<file path="src/rtl/mux_rr_arbiter.sv">
// mux_rr_arbiter: round-robin arbiter and sequencer for a shared N-input data mux.
// One requester is picked per accepted beat. Its word is registered into a
// valid/ready output stage, and ack_out tells that requester its word was taken.
// Optional feature macro: MUX_ARB_BURST_EN. When it is defined, the current winner
// keeps top priority for up to BURST_LEN consecutive beats.
module mux_rr_arbiter #(
    parameter int DAT_WIDTH = 8,
    parameter int SEL_WIDTH = 4,
    parameter int BURST_LEN = 4
) (
    input  logic                            clk_in,
    input  logic                            rst_n_in,
    input  logic [(2**SEL_WIDTH)-1:0]       req_in,
    input  logic [(2**SEL_WIDTH)*DAT_WIDTH-1:0] mux_in,
    output logic [(2**SEL_WIDTH)-1:0]       ack_out,
    output logic [SEL_WIDTH-1:0]            sel_out,
    output logic [DAT_WIDTH-1:0]            out_data_out,
    output logic                            out_valid_out,
    input  logic                            out_ready_in
);

    localparam int N = 2**SEL_WIDTH;

    // A burst length below one has no meaning; reject it at elaboration.
    if (BURST_LEN < 1) begin : g_bad_burst_len
        $error("mux_rr_arbiter: BURST_LEN must be >= 1");
    end

    typedef enum logic {
        IDLE = 1'b0,
        FULL = 1'b1
    } state_t;

    state_t                 state_q, state_d;
    logic [DAT_WIDTH-1:0]   data_q,  data_d;
    logic [SEL_WIDTH-1:0]   sel_q,   sel_d;
    logic [SEL_WIDTH-1:0]   ptr_q,   ptr_d;

    logic                   any_req;
    logic                   load;
    logic                   found;
    logic [SEL_WIDTH-1:0]   idx;
    logic [SEL_WIDTH-1:0]   win;

`ifdef MUX_ARB_BURST_EN
    localparam int CW = $clog2(BURST_LEN + 1);
    logic [CW-1:0]          cnt_q, cnt_d;
    logic                   hold;

    // The last winner keeps the grant while it still requests and has burst budget left.
    assign hold = (cnt_q != '0) && (cnt_q < CW'(BURST_LEN)) && req_in[ptr_q];
`endif

    // A new beat can enter when something is requested and the output slot is free or draining.
    assign any_req = |req_in;
    assign load    = any_req && ((state_q == IDLE) || out_ready_in);

    // Rotating priority search that starts just above the last-grant pointer and wraps mod N.
    always_comb begin
        win   = '0;
        idx   = '0;
        found = 1'b0;
        for (int k = 1; k <= N; k++) begin
            // SEL_WIDTH-bit addition wraps naturally; k == N lands back on ptr_q itself.
            idx = ptr_q + SEL_WIDTH'(k);
            if (!found && req_in[idx]) begin
                win   = idx;
                found = 1'b1;
            end
        end
`ifdef MUX_ARB_BURST_EN
        if (hold) begin
            win = ptr_q;
        end
`endif
    end

    // Acknowledge the winner in the same cycle its word is captured.
    always_comb begin
        ack_out = '0;
        if (load) begin
            ack_out[win] = 1'b1;
        end
    end

    // Next-state and datapath capture for the single-entry output stage.
    always_comb begin
        state_d = state_q;
        data_d  = data_q;
        sel_d   = sel_q;
        ptr_d   = ptr_q;
        unique case (state_q)
            IDLE: begin
                if (load) begin
                    state_d = FULL;
                end
            end
            FULL: begin
                if (out_ready_in && !any_req) begin
                    state_d = IDLE;
                end
            end
            default: state_d = IDLE;
        endcase
        if (load) begin
            data_d = mux_in[int'(win)*DAT_WIDTH +: DAT_WIDTH];
            sel_d  = win;
            ptr_d  = win;
        end
    end

`ifdef MUX_ARB_BURST_EN
    // Burst beat counter: it restarts for every new winner and is cleared when the owner drops its request.
    always_comb begin
        cnt_d = cnt_q;
        if (load) begin
            cnt_d = hold ? (cnt_q + CW'(1)) : CW'(1);
        end else if (!req_in[ptr_q]) begin
            cnt_d = '0;
        end
    end

    // Burst counter register.
    always_ff @(posedge clk_in) begin
        if (!rst_n_in) begin
            cnt_q <= '0;
        end else begin
            cnt_q <= cnt_d;
        end
    end
`endif

    // Output stage and pointer registers. Reset drops any held beat.
    always_ff @(posedge clk_in) begin
        if (!rst_n_in) begin
            state_q <= IDLE;
            data_q  <= '0;
            sel_q   <= '0;
            ptr_q   <= SEL_WIDTH'(N - 1);
        end else begin
            state_q <= state_d;
            data_q  <= data_d;
            sel_q   <= sel_d;
            ptr_q   <= ptr_d;
        end
    end

    assign out_valid_out = (state_q == FULL);
    assign sel_out       = sel_q;
    assign out_data_out  = data_q;

endmodule

</file>
<file path="config.mk">
export PLATFORM = sky130hd
export DESIGN_NAME = mux_rr_arbiter
export DESIGN_NICKNAME = d
export VERILOG_FILES = /design/src/rtl/mux_rr_arbiter.sv
export SDC_FILE = /design/constraint.sdc
export NUM_CORES = 1
export LEC_CHECK = 0
export BUFFER_PORTS_ARGS = -buffer_cell sky130_fd_sc_hd__buf_2
export CORE_ASPECT_RATIO = 1.5
export CORE_UTILIZATION = 50
export CTS_BUF_LIST = sky130_fd_sc_hd__clkbuf_16
export DETAILED_ROUTE_END_ITERATION = 16
export GPL_TIMING_DRIVEN = 0
export PLACE_DENSITY = 0.82
export SLEW_MARGIN = 20
export SYNTH_ARGS = -nofsm -noshare
export SYNTH_HDL_FRONTEND = slang
export SYNTH_SLANG_ARGS = --single-unit
</file>
<file path="constraint.sdc">
create_clock -name clk_in -period 8.9 [get_ports clk_in]
set_clock_uncertainty 0.05 [all_clocks]
set_input_delay 1.335 -clock clk_in [delete_from_list [all_inputs] [get_ports clk_in]]
set_output_delay 1.335 -clock clk_in [all_outputs]
set_load 0.05 [all_outputs]
</file>
==> results of run 1 <==
-- per-stage QoR --
| step | area [µm²] | setup WS [ns] | hold WS [ns] | instances | util [%] |
|---|---|---|---|---|---|
| global placement | 5520 | 1.83 | 0.439 | 838 | 62.9 |
| global route | 5600 | 1.00 | 0.480 | 842 | 63.8 |
| floorplan | 4510 | 2.45 | 0.689 | 553 | - |
| CTS | 5600 | 1.47 | 0.456 | 842 | 63.8 |
| finish | 5610 | 1.31 | 0.461 | 846 | 64.0 |
| detailed placement | 5520 | 1.75 | 0.440 | 838 | 62.9 |
-- area by class of cell --
cell class | count | area share (%)
clock inverter | 1 | 0.0669
sequential | 17 | 6.06
inverter | 12 | 0.802
buffer | 42 | 4.28
timing repair buffer | 175 | 15.6
clock buffer | 3 | 1.34
antenna | 4 | 0.178
multi-input combinational | 482 | 69.2
tap | 110 | 2.45
-- state kept, by name (all words and copies together) (netlist names) --
register       count
sel_out            4
out_valid_out      1
ptr_q              4
out_data_out       8
-- critical path, cell delays in order, from the launching register on --
cell and delay (ns):
dfxtp_1 0.47, buf_4 0.23, buf_2 0.28, buf_2 0.31
inv_1 0.19, ha_1 0.31, clkbuf_1 0.42, mux4_2 0.46
mux2_2 0.36, mux2i_4 0.29, and2b_1 0.33, and4_1 0.23
buf_4 0.15, nand3_1 0.12, o311ai_1 0.38, o21ai_2 0.14
buf_4 0.21, buf_2 0.24, nor2_1 0.21, nand3_1 0.18
nor2_1 0.14, buf_2 0.27
-- worst max path at each step --
stage                     startpoint     endpoint  slack [ns]
2_1_floorplan  ptr_q[1]$_SDFFE_PN1P_  ack_out[10]        2.45
3_3_place_gp   ptr_q[1]$_SDFFE_PN1P_   ack_out[5]        1.83
3_5_place_dp   ptr_q[1]$_SDFFE_PN1P_   ack_out[1]        1.75
4_1_cts        ptr_q[1]$_SDFFE_PN1P_   ack_out[5]        1.47
5_1_grt        ptr_q[1]$_SDFFE_PN1P_   ack_out[5]        1.00
6_report       ptr_q[1]$_SDFFE_PN1P_   ack_out[1]        1.31
-- cell families after synthesis --
group / synth area share [%]
multiplexers: 33.9
adder cells (fa/ha/maj): 2.22
buffers and inverters: 6.32
flip-flops: 7.55
AO/OA/AOI/OAI: 18.3
XOR/XNOR: 3.05
AND/OR/NAND/NOR: 28.7
-- per-layer routing --
layer	vias up	wire length (µm)	global-route usage, %
li1	2528	-	-
met1	2635	6350	42.6
met2	395	9630	71.1
met3	98	1440	6.56
met4	0	1300	25.1
met5	-	0	0
-- Yosys cell counts (4+ instances only) --
master / number / area [µm²]
nand2b_1: 9 / 56.3
xor2_1: 4 / 35.0
inv_1: 9 / 33.8
o22ai_1: 4 / 25.0
mux2_1: 12 / 135
buf_4: 7 / 52.6
xnor2_1: 8 / 70.1
and3_1: 21 / 131
nor2b_1: 6 / 37.5
o21ai_0: 14 / 70.1
nor3b_1: 32 / 240
buf_2: 15 / 75.1
clkbuf_1: 15 / 56.3
nand3_1: 17 / 85.1
o2111ai_1: 5 / 43.8
dfxtp_1: 17 / 340
a21boi_0: 4 / 30.0
a21oi_1: 15 / 75.1
mux2i_1: 32 / 320
buf_6: 5 / 56.3
mux4_2: 23 / 518
nor2_1: 43 / 161
and2_1: 11 / 68.8
nor4_1: 9 / 56.3
o41ai_1: 16 / 140
nand4_1: 8 / 50.1
nand2_1: 42 / 158
mux2_2: 46 / 518
ha_1: 8 / 100
nor3_1: 22 / 110
o2111a_1: 8 / 90.1
==> results.ini, run 1 <==
[worst_hold_path]
min_to=sel_out[0]$_SDFFE_PN0P_
hold_start=sel_out[0]$_SDFFE_PN0P_
hold_path_class=flip-flop to flip-flop
whs_path_depth=2

[flow_run]
drv_cap=0

[critical_path]
critPathMaxFanout=10
rr_worst_depth=21
end_kind=output port
timing.rr.start=ptr_q[1]$_SDFFE_PN1P_
cp-start-kind=flip-flop
r2r_setup_slack_ns=2.49
path_class=flip-flop to output port
reg2reg_to=out_data_out[1]$_SDFFE_PN0P_
worst_ep_required_time_ns=7.52
arrival_ns=6.20

[yosys]
synth_cell_types=71
ys_seq_area_share_pct=7.55
synth_area_per_cell_um2=8.16
ys.flop_type=dfxtp_1
ys_warn_count=0
syn_nets=708
async_flop_share_pct=0
ys_ff_latch=17
synth_edf_count=0
syn-cell-area_um2=4510
synthCells=553

[clocking]
clk_path_buf_depth=2
ctsHoldBuffers=0
clkLatencyLatePin_ns=0.25
cts-root-buf=clkbuf_16
htreeDepth=1
path_clk_slew_ns=0.05
post_cts_buffers=0
cts_sinks=17
cts_resized=0
cts_tree=yes
cts_buffers=3

[place]
numPortBuffers=175
place_congestion=1.08
dp_hpwl_um=15100

[sta]
rsz0062_at_grt=false
drv_slew=0
hold_viol_final=0
fin_crit_sh_pct=85.3
tns_ns=0
fmax_mhz=132
setup_viol=0
final.min_clock_period_ns=7.59
worst_pin_slew_ns=0.759
slew_headroom_pct=49.0

[drt]
drc=0
ant_nets=0
post_drt_wl_per_cell_um=22.1
drtIter0Drc=574
wl_um=18700
routed_via_density=6.69
drt_first_pass_iters=5
vias=5656

[finish]
mostFrequentLayoutCells=buf_2 (190), mux2_2 (46), nor2_1 (43)
fin_nets=888
multi_input_area_um2=3880
final-seq-area_um2=340
syn_to_final_growth_pct=24.4
n_fill_cell=774
layout_commonest_cell=buf_2
drive_above_1_share_pct=39.2

[global_routing]
grt_pass1_vias=5599
gr-usage-all-layers_pct=40.1
grt_overflow=0
grt_pass1_wl_um=29000
antenna_found_initial=3
grt_max_degree=12

[floorplanning]
rows=42
start_util_pct=51.4
core_um2=8780
dieHeight_um=118
die_area_um2=9410
num_io_pins=176
die-width_um=79.6

[outcome]
status=finished clean

Power of run 1 is left out: the tool's default activity adds up to more than one toggle a clock period on the data nets, which glitch-free logic cannot reach.
==> run 2, diff against run 1 <==
Settings changed: ABC_AREA from default to 1, PLACE_DENSITY 0.82 to 0.83.
==> run 2 against run 1 <==
Against the previous run: design area down 7.6%; register-to-register slack better by 1.4 ns; non-clock buffer count shrank 2; critical path depth shrank 1; critical endpoint is now ack_out[10]; largest cell class unchanged.
==> results.ini, run 2 <==
[yosys]
ys_ff_latch=17  ; unchanged
synth_cell_types=38  ; -46%
syn-cell-area_um2=4100  ; -9.1%
syn_nets=990  ; +40%
synth_largest_area_cell=nand2_1
ys.flop_type=dfxtp_1
yosysMostFrequentCell=nand2_1
synthCells=835  ; +51%
synth_compound_area_share_pct=6.71  ; -12 points
synth_area_per_cell_um2=4.91  ; -40%
synth_top_area_share_pct=37.3  ; +26 points
ys_warn_count=0  ; unchanged
synthXorXnorAreaFrac_pct=1.71  ; -1.3 points
yosys-top-cells-area=nand2_1 (37%), nand3_1 (20%), dfxtp_1 (8.3%)
synth_top_family_by_area=simple AND/OR/NAND/NOR gates
synth_common_cells=nand2_1 (407), nand3_1 (167), nor2_1 (60)
async_flop_share_pct=0  ; unchanged
ys_seq_area_share_pct=8.30  ; +0.76 points
synth-simple-area-share_pct=69.7  ; +41 points
synth_edf_count=0  ; unchanged
synth_mux_area_share_pct=0  ; -34 points
synthAdderAreaFrac_pct=2.44  ; +0.22 points

[drt]
drtIter0Drc=399  ; -30%
routed_via_density=5.39  ; -19%
drc=0  ; unchanged
drt_first_pass_iters=5  ; unchanged
wl_met1_um=5320  ; -16%
ant_nets=0  ; unchanged
top_layer=met4
vias=6032  ; +6.6%
wl_met2_um=7670  ; -20%
post_drt_wl_per_cell_um=13.2  ; -40%
met3WireLength_um=877  ; -39%
wl_um=14800  ; -21%

[clocking]
cts-root-buf=clkbuf_16
cts_sinks=17  ; unchanged
path_clk_slew_ns=0.05  ; about the same
ctsHoldBuffers=0  ; unchanged
clk_path_buf_depth=2  ; unchanged
post_cts_buffers=0  ; unchanged
cts_buffers=3  ; unchanged
cts_tree=yes
clkLatencyLatePin_ns=0.25  ; about the same
htreeDepth=1  ; unchanged
cts_resized=0  ; unchanged

[sta]
worst_pin_slew_ns=0.883  ; +0.124 ns
slew_headroom_pct=40.7  ; -8.3 points
setup_viol=0  ; unchanged
fmax_mhz=150  ; +14%
final.min_clock_period_ns=6.67  ; -0.919 ns
tns_ns=0  ; unchanged
drv_slew=0  ; unchanged
rsz0062_at_grt=false
fin_crit_sh_pct=74.9  ; -10 points
hold_viol_final=0  ; unchanged

[global_routing]
grt_max_degree=14  ; +2
antenna_found_initial=0  ; -3
gr-usage-all-layers_pct=34.0  ; -6.1 points
grt_overflow=0  ; unchanged
grt_pass1_wl_um=24000  ; -17%
grt_pass1_vias=5494  ; -1.9%

[critical_path]
rr_worst_depth=22  ; +4.8%
cp-start-kind=flip-flop
worst_ep_required_time_ns=7.52  ; about the same
path_class=flip-flop to output port
crit_top_cell=nand2_1
path_cells=inv_1, buf_2, ha_1, xnor2_1, o21ai_0, a21boi_1, nand4_4, nor2_4, nand4_2, nor2_4, nand3_2, nand2_1, inv_2, nand2_1, nand2_1, buf_2, nor2_1, nand2_1, nor2_1, buf_2
cp_num_buf_inv=5  ; -4
slowest_stage=xnor2_1
crit_path_max_incr_delay_ns=0.71  ; +0.24 ns
arrival_ns=5.29  ; -0.91 ns
crit_cells=20  ; -4.8%
critPathMaxFanout=13  ; +3
end_kind=output port
path_delay_family=simple AND/OR/NAND/NOR gates

[finish]
largest_register_ffs=8  ; unchanged
fin_nets=1170  ; +32%
mostFrequentLayoutCells=nand2_1 (407), buf_2 (193), nand3_1 (167)
antenna_cells=0  ; -4
syn_to_final_growth_pct=26.5
layout_commonest_cell=nand2_1
drive_above_1_share_pct=23.9  ; -15 points

[outcome]
status=finished clean

[place]
dp_hpwl_um=12100  ; -20%
numPortBuffers=175  ; unchanged
place_congestion=0.951  ; -12%

[flow_run]
drv_cap=0  ; unchanged

[worst_hold_path]
whs_path_depth=2  ; unchanged
hold_path_class=flip-flop to flip-flop

[floorplanning]
dieHeight_um=113  ; -4.6%
core_um2=7960  ; -9.3%
rows=40  ; -4.8%
die-width_um=75.9  ; -4.5%
num_io_pins=176  ; unchanged
die_area_um2=8570  ; -8.9%
start_util_pct=51.5  ; +0.13 points

-- run 2: cell types whose count changed after synthesis, sizes merged, moves of 13 or more --
cell	delta
o41ai	-16
and2	-13
inv	+44
nor2	+24
nand3	+152
nor3b	-32
mux4	-23
mux2	-59
nand2	+367
and3	-22
mux2i	-33
nor3	-19
-- run 2: per-layer routing --
layer  vias to the layer above  global-route usage (%)
li1                       3047                       -
met3                        84                    4.35
met5                         -                       0
met1                      2628                    33.8
met4                         0                    20.5
met2                       273                    66.4
-- run 2: cells by family after synthesis --
group	after synthesis
AOI/OAI and AO/OA	43
xor gates and xnor gates	8
adders and majority gates	8
buffers and inverters	94
DFF	17
and+or+nand+nor	665
-- run 2: layout make-up --
class	count	area [µm²]
clock buffers	3	75.1
inverters	54	203
fillers	866	2770
plain buffers	40	255
multi-input cells	724	3300
repair buffers	175	876
clock inverters	1	5.00
flip-flops and latches	17	340
well taps	105	131
-- run 2: through the flow --
stage | hold WS, ns | instance area (µm²) | utilization (%) | std cells | setup WS [ns]
4_1_cts | 0.415 | 5190 | 65.2 | 1119 | 2.33
5_1_grt | 0.446 | 5190 | 65.2 | 1119 | 1.84
2_1_floorplan | 0.604 | 4100 | - | 835 | 3.26
3_3_place_gp | 0.400 | 5110 | 64.2 | 1115 | 2.72
6_report | 0.413 | 5190 | 65.2 | 1119 | 2.23
3_5_place_dp | 0.405 | 5110 | 64.2 | 1115 | 2.66
-- run 2: worst register-to-register path, cell delays in order, from the launching register on --
cell      delay, ns
dfxtp_1        0.49
inv_1          0.18
buf_2          0.28
ha_1           0.29
xnor2_1        0.71
o21ai_0        0.46
a21boi_1       0.48
nand4_4        0.20
nor2_4         0.15
nand4_2        0.12
nor2_4         0.18
nand3_2        0.12
nand2_1        0.09
inv_2          0.05
nand2_1        0.06
nand2_1        0.20
buf_2          0.26
nand2_1        0.08
nand2_1        0.07
nand2_1        0.08
nand3_1        0.12
nor2_1         0.11
nor2_1         0.04
-- run 2: path summary, 6_finish.rpt --
check,end,slack [ns],start
hold reg to reg,sel_out[0]$_SDFFE_PN0P_,0.41,sel_out[0]$_SDFFE_PN0P_
setup reg to reg,out_data_out[0]$_SDFFE_PN0P_,3.92,ptr_q[1]$_SDFFE_PN1P_
setup / recovery,ack_out[10],2.23,ptr_q[1]$_SDFFE_PN1P_
hold / removal,sel_out[0]$_SDFFE_PN0P_,0.41,sel_out[0]$_SDFFE_PN0P_
Power of run 2 is left out for the same reason.
==> run 3, diff against run 2 <==
Settings changed: ABC_AREA 1 to 0, CORE_UTILIZATION 50 to 46, PLACE_DENSITY 0.83 to 0.79.
Clock period 8.9 ns to 5.6 ns, I/O delays scaled along.
==> run 3 against run 2 <==
Against the previous run: non-clock buffer count is 26 higher; worst hold slack gained 0.058 ns; count of clock-buffer cells in the layout unchanged; critical path type unchanged; final cell count shrank 22%; critical path depth down 2; first-iteration DRC count rose by 39%; sequential share of layout area down 0.97 points.
==> results.ini, run 3 (synthesis results as in run 1) <==
[finish]
layout_commonest_cell=buf_2
fin_nets=912  ; -22%
n_fill_cell=790  ; -8.8%
final-seq-area_um2=345  ; +1.5%
multi_input_area_um2=4120  ; +25%
antenna_cells=0  ; unchanged
drive_above_1_share_pct=47.2  ; +23 points
syn_to_final_growth_pct=36.8
mostFrequentLayoutCells=buf_2 (169), mux2_2 (44), nand2_1 (40)
largest_register_ffs=8  ; unchanged

[floorplanning]
start_util_pct=48.2  ; -3.3 points
core_um2=9360  ; +18%
num_io_pins=176  ; unchanged
rows=43  ; +7.5%
die_area_um2=10200  ; +19%
dieHeight_um=123  ; +9.2%
die-width_um=82.9  ; +9.1%

[outcome]
status=finished clean

[global_routing]
grt_pass1_wl_um=29100  ; +22%
grt_overflow=0  ; unchanged
antenna_found_initial=0  ; unchanged
grt_max_degree=12  ; -2
gr-usage-all-layers_pct=36.0  ; +2.0 points
grt_pass1_vias=5655  ; +2.9%

[critical_path]
reg2reg_to=out_data_out[5]$_SDFFE_PN0P_
arrival_ns=4.61  ; -0.68 ns
timing.rr.start=ptr_q[2]$_SDFFE_PN1P_
end_kind=output port
worst_ep_required_time_ns=4.71  ; -2.81 ns
path_class=flip-flop to output port
critPathMaxFanout=11  ; -2
rr_worst_depth=19  ; -14%
cp-start-kind=flip-flop
r2r_setup_slack_ns=0.42  ; -3.50 ns

[sta]
slew_headroom_pct=50.0  ; +9.2 points
final.min_clock_period_ns=5.50
drv_slew=0  ; unchanged
fmax_mhz=182
worst_pin_slew_ns=0.750  ; -0.133 ns
hold_viol_final=0  ; unchanged
setup_viol=0  ; unchanged
tns_ns=0  ; unchanged
fin_crit_sh_pct=98.3

[worst_hold_path]
whs_path_depth=2  ; unchanged
hold_path_class=flip-flop to flip-flop
min_to=sel_out[2]$_SDFFE_PN0P_
hold_start=sel_out[2]$_SDFFE_PN0P_

[clocking]
cts_sinks=17  ; unchanged
cts_buffers=3  ; unchanged
clkLatencyLatePin_ns=0.25  ; about the same
path_clk_slew_ns=0.05  ; about the same
htreeDepth=1  ; unchanged
clk_path_buf_depth=2  ; unchanged
ctsHoldBuffers=0  ; unchanged
cts-root-buf=clkbuf_16
cts_tree=yes

[drt]
post_drt_wl_per_cell_um=22.1  ; +67%
drc=0  ; unchanged
wl_um=19200  ; +30%
drtIter0Drc=553  ; +39%
routed_via_density=6.61  ; +23%
vias=5737  ; -4.9%
ant_nets=0  ; unchanged
drt_first_pass_iters=5  ; unchanged

[place]
dp_hpwl_um=15100  ; +25%
place_congestion=1.06  ; +11%
numPortBuffers=175  ; unchanged

[flow_run]
drv_cap=0  ; unchanged

run 3: changes by cell type in the layout (fill, tap and decap cells not counted), sizes merged, moves of 19 or more:
cell   before  now
nor3b       0   32
mux2i       0   33
mux2        0   59
nand2     409   42
nor3        3   22
mux4        0   23
and3        0   22
inv        53    9
nor2       67   43
nand3     169   17
run 3: how the worst max path moves through the flow:
| stage | depth (start not counted) | slack [ns] | start | to |
|---|---|---|---|---|
| after floorplan | 20 | -0.06 | ptr_q[1]$_SDFFE_PN1P_ | ack_out[4] |
| after global placement | 21 | -0.91 | ptr_q[1]$_SDFFE_PN1P_ | ack_out[1] |
| after detailed placement | 21 | -1.07 | ptr_q[1]$_SDFFE_PN1P_ | ack_out[1] |
| after CTS | 18 | 0.002 | ptr_q[2]$_SDFFE_PN1P_ | ack_out[9] |
| after global routing | 19 | -0.05 | ptr_q[2]$_SDFFE_PN1P_ | ack_out[4] |
| final | 18 | 0.1 | ptr_q[2]$_SDFFE_PN1P_ | ack_out[4] |
run 3: worst max-delay path: stages, from the launching register on:
cell      delay (ns)
dfxtp_1         0.40
clkbuf_4        0.30
inv_4           0.12
ha_1            0.31
buf_6           0.15
mux4_2          0.27
mux2i_4         0.09
o211ai_1        0.30
and2b_2         0.27
and4_1          0.19
buf_4           0.16
a31oi_1         0.20
o311ai_2        0.15
o21ai_2         0.27
buf_6           0.21
buf_6           0.20
nand4_1         0.25
nor2_1          0.24
clkbuf_4        0.27
run 3: layout make-up:
type	count	area share [%]
sequential	17	5.59
buffer	39	4.42
tap	112	2.27
clock inverter	1	0.0811
inverter	12	0.932
multi-input combinational	482	66.8
timing repair buffer	202	18.7
clock buffer	3	1.22
run 3: what timing repair did:
item / 4_1_cts / 5_1_grt
resized for setup: 72 / 21
setup buffers: 18 / 9
pin swaps: 6 / 4
setup endpoints to repair: 25 / 17
run 3: per-stage QoR:
step	util (%)	hold WS, ns	setup slack, ns	instances	area, µm²
2_1_floorplan	-	0.689	-0.0582	553	4550
3_3_place_gp	59.5	0.442	-0.913	840	5570
3_5_place_dp	59.5	0.448	-1.07	840	5570
4_1_cts	64.6	0.464	0.00206	862	6050
5_1_grt	65.9	0.512	-0.0497	868	6170
6_report	65.9	0.471	0.0955	868	6170
run 3: layer usage:
metal	vias to the layer above	global-route usage (%)	part of all wire, %
li1	2553	-	-
met1	2676	38.0	34
met2	402	67.7	52
met3	106	3.87	6.9
met4	0	23.7	7.3
met5	-	0	0
Power of run 3 is left out for the same reason.
